$ cat config.mk
export PLATFORM = sky130hd
export DESIGN_NAME = run_controller
export DESIGN_NICKNAME = d
export VERILOG_FILES = /design/src/rtl/run_controller.sv
export SDC_FILE = /design/constraint.sdc
export NUM_CORES = 1
export LEC_CHECK = 0
export CORE_ASPECT_RATIO = 1.25
export CORE_MARGIN = 4
export CORE_UTILIZATION = 43
export CTS_CLUSTER_SIZE = 10
export DETAILED_ROUTE_END_ITERATION = 16
export GPL_ROUTABILITY_DRIVEN = 0
export GPL_TIMING_DRIVEN = 0
export PLACE_DENSITY = 0.87
export SYNTH_ARGS = -nofsm -noshare
export SYNTH_HDL_FRONTEND = slang
export SYNTH_SLANG_ARGS = --single-unit
$ cat constraint.sdc
create_clock -name Clock -period 2.4 [get_ports Clock]
set_input_delay 0.72 -clock Clock [delete_from_list [all_inputs] [get_ports Clock]]
set_output_delay 0.72 -clock Clock [all_outputs]
set_load 0.005 [all_outputs]
$ cat src/rtl/run_controller.sv
// ============================================================================
// Module      : run_controller
// Description : Single-step / free-run / breakpoint controller that drives a
//               registered processor clock enable. Four-state FSM (IDLE, STEP,
//               RUN, BRK), RUN prescaler, saturating enable counter and an
//               optional PC stall watchdog.
// Config      : Define RUN_CONTROLLER_WATCHDOG_EN to build the stall watchdog.
//               When undefined, no watchdog logic is built and Stalled is 0.
// Revision    : 1.0 - initial release
// ============================================================================
`default_nettype none

module run_controller #(
    parameter int PC_WIDTH   = 8,
    parameter int CNT_WIDTH  = 16,
    parameter int RUN_DIV    = 4,
    parameter int WDOG_LIMIT = 8
) (
    input  logic                 Clock,
    input  logic                 Reset,
    input  logic                 StepStrobe,
    input  logic                 RunToggle,
    input  logic                 BreakEn,
    input  logic [PC_WIDTH-1:0]  BreakAddr,
    input  logic [PC_WIDTH-1:0]  PC,
    input  logic                 Halted,
    output logic                 ProcEnable,
    output logic [1:0]           Mode,
    output logic [CNT_WIDTH-1:0] CycleCount,
    output logic                 Stalled
);

    // ------------------------------------------------------------------------
    // Constants
    // ------------------------------------------------------------------------
    localparam logic [1:0] c_ST_IDLE = 2'b00;
    localparam logic [1:0] c_ST_STEP = 2'b01;
    localparam logic [1:0] c_ST_RUN  = 2'b10;
    localparam logic [1:0] c_ST_BRK  = 2'b11;

    // Prescaler is 8 bits wide: RUN_DIV is limited to 1..255.
    localparam int              c_PRESC_W    = 8;
    localparam logic [c_PRESC_W-1:0] c_PRESC_LAST = c_PRESC_W'(RUN_DIV - 1);
    localparam logic [CNT_WIDTH-1:0] c_CNT_ONE    = CNT_WIDTH'(1);

    // Reject parameter values the datapath cannot represent.
    generate
        if ((RUN_DIV < 1) || (RUN_DIV > 255)) begin : g_bad_run_div
            $error("run_controller: RUN_DIV must be in 1..255");
        end
        if (WDOG_LIMIT < 1) begin : g_bad_wdog_limit
            $error("run_controller: WDOG_LIMIT must be at least 1");
        end
    endgenerate

    // ------------------------------------------------------------------------
    // Declarations
    // ------------------------------------------------------------------------
    logic [1:0]           r_state;
    logic [1:0]           w_next_state;
    logic                 w_pulse_next;
    logic [c_PRESC_W-1:0] w_presc_next;
    logic [c_PRESC_W-1:0] r_presc;
    logic                 r_proc_enable;
    logic                 r_issued;
    logic [CNT_WIDTH-1:0] r_count;
    logic                 w_bp_hit;
    logic                 w_wdog_trip;

    // The breakpoint is only armed once a pulse has actually completed in
    // this RUN session, so resuming from a break at the breakpoint PC does
    // not immediately re-break before the processor has moved on.
    assign w_bp_hit = BreakEn && (PC == BreakAddr) && r_issued;

    // ------------------------------------------------------------------------
    // Optional stall watchdog
    // ------------------------------------------------------------------------
`ifdef RUN_CONTROLLER_WATCHDOG_EN
    localparam int c_WDOG_W = $clog2(WDOG_LIMIT + 1);
    localparam logic [c_WDOG_W-1:0] c_WDOG_LAST = c_WDOG_W'(WDOG_LIMIT - 1);
    localparam logic [c_WDOG_W-1:0] c_WDOG_ONE  = c_WDOG_W'(1);

    logic [PC_WIDTH-1:0] r_pulse_pc;  // PC seen while the last pulse was high
    logic                r_check;     // cycle after a pulse: result visible
    logic [c_WDOG_W-1:0] r_same_cnt;  // consecutive pulses that left PC alone
    logic                r_stalled;

    // A pulse "left PC unchanged" when the PC one cycle after the pulse still
    // equals the PC seen during the pulse. Trip on the WDOG_LIMIT-th such pulse.
    assign w_wdog_trip = (r_state == c_ST_RUN) && r_check &&
                         (PC == r_pulse_pc) && (r_same_cnt == c_WDOG_LAST);

    // Track consecutive no-progress pulses; history is discarded outside RUN.
    always_ff @(posedge Clock) begin
        if (Reset || (w_next_state != c_ST_RUN)) begin
            r_pulse_pc <= '0;
            r_check    <= 1'b0;
            r_same_cnt <= '0;
        end else begin
            r_check <= (r_state == c_ST_RUN) && r_proc_enable;
            if (r_proc_enable) begin
                r_pulse_pc <= PC;
            end
            if (r_check) begin
                r_same_cnt <= (PC == r_pulse_pc) ? (r_same_cnt + c_WDOG_ONE) : '0;
            end
        end
    end

    // Stall flag: set when the watchdog forces BRK, cleared when BRK is left.
    always_ff @(posedge Clock) begin
        if (Reset) begin
            r_stalled <= 1'b0;
        end else if (w_wdog_trip && (w_next_state == c_ST_BRK)) begin
            r_stalled <= 1'b1;
        end else if ((r_state == c_ST_BRK) && (w_next_state != c_ST_BRK)) begin
            r_stalled <= 1'b0;
        end
    end

    assign Stalled = r_stalled;
`else
    assign w_wdog_trip = 1'b0;
    assign Stalled     = 1'b0;
`endif

    // ------------------------------------------------------------------------
    // FSM
    // ------------------------------------------------------------------------

    // State register.
    always_ff @(posedge Clock) begin
        if (Reset) begin
            r_state <= c_ST_IDLE;
        end else begin
            r_state <= w_next_state;
        end
    end

    // Next-state logic; RUN exits are checked in priority order.
    always_comb begin
        w_next_state = r_state;
        case (r_state)
            c_ST_IDLE, c_ST_BRK: begin
                if (Halted) begin
                    w_next_state = c_ST_BRK;
                end else if (RunToggle) begin
                    w_next_state = c_ST_RUN;
                end else if (StepStrobe) begin
                    w_next_state = c_ST_STEP;
                end
            end
            c_ST_STEP: begin
                w_next_state = c_ST_IDLE;
            end
            c_ST_RUN: begin
                if (RunToggle) begin
                    w_next_state = c_ST_IDLE;
                end else if (Halted) begin
                    w_next_state = c_ST_BRK;
                end else if (w_bp_hit) begin
                    w_next_state = c_ST_BRK;
                end else if (w_wdog_trip) begin
                    w_next_state = c_ST_BRK;
                end
            end
            default: begin
                w_next_state = c_ST_IDLE;
            end
        endcase
    end

    // Output logic: decide whether the coming cycle carries an enable pulse.
    // Because ProcEnable is registered from this decision, any exit from RUN
    // (w_next_state != RUN) automatically keeps the next cycle pulse-free.
    always_comb begin
        w_pulse_next = 1'b0;
        w_presc_next = '0;
        Mode         = r_state;
        if (w_next_state == c_ST_STEP) begin
            w_pulse_next = (r_state != c_ST_STEP);
        end else if (w_next_state == c_ST_RUN) begin
            if (r_state != c_ST_RUN) begin
                // First RUN cycle always carries a pulse; prescaler restarts.
                w_pulse_next = 1'b1;
                w_presc_next = '0;
            end else begin
                w_pulse_next = (r_presc == c_PRESC_LAST);
                w_presc_next = (r_presc == c_PRESC_LAST) ? '0
                                                          : (r_presc + c_PRESC_W'(1));
            end
        end
    end

    // ------------------------------------------------------------------------
    // Datapath registers
    // ------------------------------------------------------------------------

    // Registered enable, prescaler, issued flag and saturating pulse counter.
    always_ff @(posedge Clock) begin
        if (Reset) begin
            r_proc_enable <= 1'b0;
            r_presc       <= '0;
            r_issued      <= 1'b0;
            r_count       <= '0;
        end else begin
            r_proc_enable <= w_pulse_next;
            r_presc       <= w_presc_next;
            if (w_next_state != c_ST_RUN) begin
                r_issued <= 1'b0;
            end else if ((r_state == c_ST_RUN) && r_proc_enable) begin
                r_issued <= 1'b1;
            end
            if (w_pulse_next && (r_count != {CNT_WIDTH{1'b1}})) begin
                r_count <= r_count + c_CNT_ONE;
            end
        end
    end

    assign ProcEnable = r_proc_enable;
    assign CycleCount = r_count;

endmodule

`default_nettype wire
==> run_results.csv <==
group,metric,value,unit
routing,drtPass1Iterations,5,
timing,period_minus_slack,2380,ps
clocking,path_clk_slew,100,ps
clocking,cts-root-buf,"clkbuf_8",
timing,slew_headroom,62.9,%
setup_path,end_kind,"register",
die,rows,23,
routing,wl_met1,1.79,mm
synth,syn_area_per_cell,8.46,um2
placement,dp_hpwl,2.73,mm
global_route,antenna_found_initial,0,
global_route,grt_use_total,20.7,%
routing,wl_met2,2.55,mm
pwr,power_frac_comb,32.2,%
timing,worst_slack,19.8,ps
synth,syn_nets,204,
timing,finalHoldViolCount,0,
pwr,switchingPower,378,uW
finish,final_cells,267,
setup_path,critical_path_peak_fanout,6,
global_route,overflow,0,
synth,synth_top_area_share,37.2,%
synth,synthCells,178,
pwr,powerDensity,561,mW/mm2
pwr,p_int,918,uW
placement,port_buffers,40,
pwr,clock_power_share,28.9,%
synth,ys.flop_type,"dfxtp_1",
status,status,"complete, no violations",
die,boundaryPins,42,
clocking,numCtsBuffers,3,
job,maxCapViolCount,0,
pwr,vdd_drop_max,0.641,mV
finish,post-route-util,70.4,%
clocking,clock_path_buffers,2,
die,die_w,60.9,um
synth,ys_types,39,
timing,fin_skew,1.16,ps
pwr,sw_frac_of_total,29.2,%
routing,routed_wirelength,4.69,mm
finish,multiInputGateArea,0.00109,mm2
synth,synth_area_leaders,"dfxtp_1 37%, xnor2_1 5.2%, nor2_1 5.0%",
synth,syn-cell-area,0.00151,mm2
finish,final_cell_mix,"24 x dfxtp_1, 21 x clkdlybuf4s50_1, 19 x nor2_1",
pwr,p_total,1.30,mW
synth,ys_warn_count,0,
min_path,holdPathStages,1,
setup_path,crit_path_start_kind,"input port",
finish,final_common_cell,"dfxtp_1",
synth,synth-async-reset-ratio,0,%
routing,num_vias,1605,
global_route,grt_pass1_vias,1607,
timing,fin_crit_sh,99.2,%
synth,synth_seq_cells,28,
pwr,p_leak,0.782,nW
finish,nFillCells,272,
routing,wl_per_cell,17.6,um
clocking,tritoncts,"built",
timing,setup-violations-final,0,
global_route,grt_max_degree,17,
routing,top_layer_used,"met4",
setup_path,crit_type,"in -> reg",
timing,tightest_slew,557,ps
finish,drive_above_1_share,22.2,%
die,core-area,0.00328,mm2
setup_path,cp.required,2570,ps
placement,dpl.cell_count,255,
finish,synthToLayoutAreaGrowth,53.4,%
die,die_area,0.00452,mm2
clocking,clock_sinks,28,
synth,synth_edf_count,0,
routing,drtIter0Drc,127,
timing,fmax,0.420,GHz
routing,vias_per_cell,6.01,
clocking,cts_htree_levels,1,
finish,nNetsFinal,257,
global_route,grt_pass1_wl,7.29,mm
synth,synth_area_leader_cell,"dfxtp_1",
finish,diodes,0,
synth,ys_seq_area_share,37.2,%
placement,placed_area,0.00195,mm2
placement,place_ws,-608,ps
routing,dr_wl_met3,234,um
min_path,min_path_type,"reg -> reg",
clocking,clk_latency,280,ps
finish,register_area,566,um2
setup_path,crit_arrival,2550,ps
finish,final_area,0.00231,mm2
die,chipHeight,74.2,um
timing,drv_slew,0,
setup_path,ff2ff_path_depth,9,
die,start_util,45.9,%
pwr,p_seq_share,38.9,%
routing,drcViolationCount,0,
routing,ant_nets,0,
[worst max-delay path, stage by stage]
cell and delay [ps]:
dlygate4sd2_1 240, xnor2_1 160, nand4_1 130, or4_4 570, o21ai_4 120, buf_6 180
buf_8 120, nor3_1 50, o221a_1 260
[cells by family (layout without fill, tap and decap cells)]
group	after synthesis	count (layout)	synth area share, %
and+or+nand+nor	80	80	29.1
AOI/OAI and AO/OA	34	34	15.3
DFF	28	28	37.2
xor gates and xnor gates	14	14	8.14
buffers and inverters	14	66	4.57
adders and majority gates	4	4	3.32
muxes	3	3	2.16
other	1	1	0.249
[per-layer routing]
| layer | track usage (%) | vias up |
|---|---|---|
| met1 | 24.2 | 766 |
| met5 | 0 | - |
| met3 | 4.17 | 10 |
| li1 | - | 761 |
| met4 | 7.95 | 0 |
| met2 | 36.4 | 68 |
[Yosys cell counts, drive strengths merged (2+ instances only)]
master / number
mux2: 2
nand4: 7
nor3b: 2
or2: 3
nor2b: 3
inv: 6
a21oi: 11
clkbuf: 4
o21ai: 5
dfxtp: 28
xor2: 5
nor3: 4
nand3: 13
or4: 6
buf: 4
xnor2: 9
ha: 4
nand2: 9
o311ai: 4
o31ai: 5
nand2b: 2
nor2: 20
or3: 2
and3: 3
nor4: 2
o41ai: 5
nor4b: 2
[power groups by stage]
| stage | clock network [mW] | logic (mW) | registers, mW |
|---|---|---|---|
| detailed placement | 0 | 0.266 | 0.511 |
| CTS | 0.378 | 0.388 | 0.503 |
| floorplan | 0 | 0.156 | 0.509 |
| finish | 0.374 | 0.417 | 0.504 |
| global placement | 0 | 0.259 | 0.510 |
| global route | 0.403 | 0.444 | 0.508 |
[area by class of cell]
class	instances	area share, %
clock inverters	1	1.30
flip-flops and latches	28	24.5
clock buffers	3	1.79
multi-input cells	136	47.2
well taps	37	2.00
inverters	6	0.975
repair buffers	49	20.0
plain buffers	7	2.33
[worst paths after layout]
| path | start | end | slack (ps) |
|---|---|---|---|
| worst max register to register | Mode[0] | CycleCount[8] | 40 |
| worst min register to register | r_presc[0] | r_presc[0] | 480 |
| worst min-delay path | r_presc[0] | r_presc[0] | 480 |
| worst max-delay path | BreakAddr[3] | CycleCount[12] | 20 |
[sequential cells by signal, indices dropped and copies added (netlist names)]
name	cells
r_issued	1
Mode	2
ProcEnable	1
CycleCount	16
r_presc	8
[stage by stage]
step / hold slack [ps] / TNS [ps]
2_1_floorplan: 438 / 0
3_3_place_gp: 457 / -11790
3_5_place_dp: 465 / -12480
4_1_cts: 488 / 0
5_1_grt: 503 / -18.7
6_report: 480 / 0
[what timing repair did]
action,in CTS,in global routing
hold buffers,0,0
hold endpoints to repair,0,0
resized for setup,40,25
setup endpoints to repair,25,15
gates cloned,2,0
pin swaps,16,18
buffers inserted,5,3
Note: power is estimated with default switching activity, not from simulation.
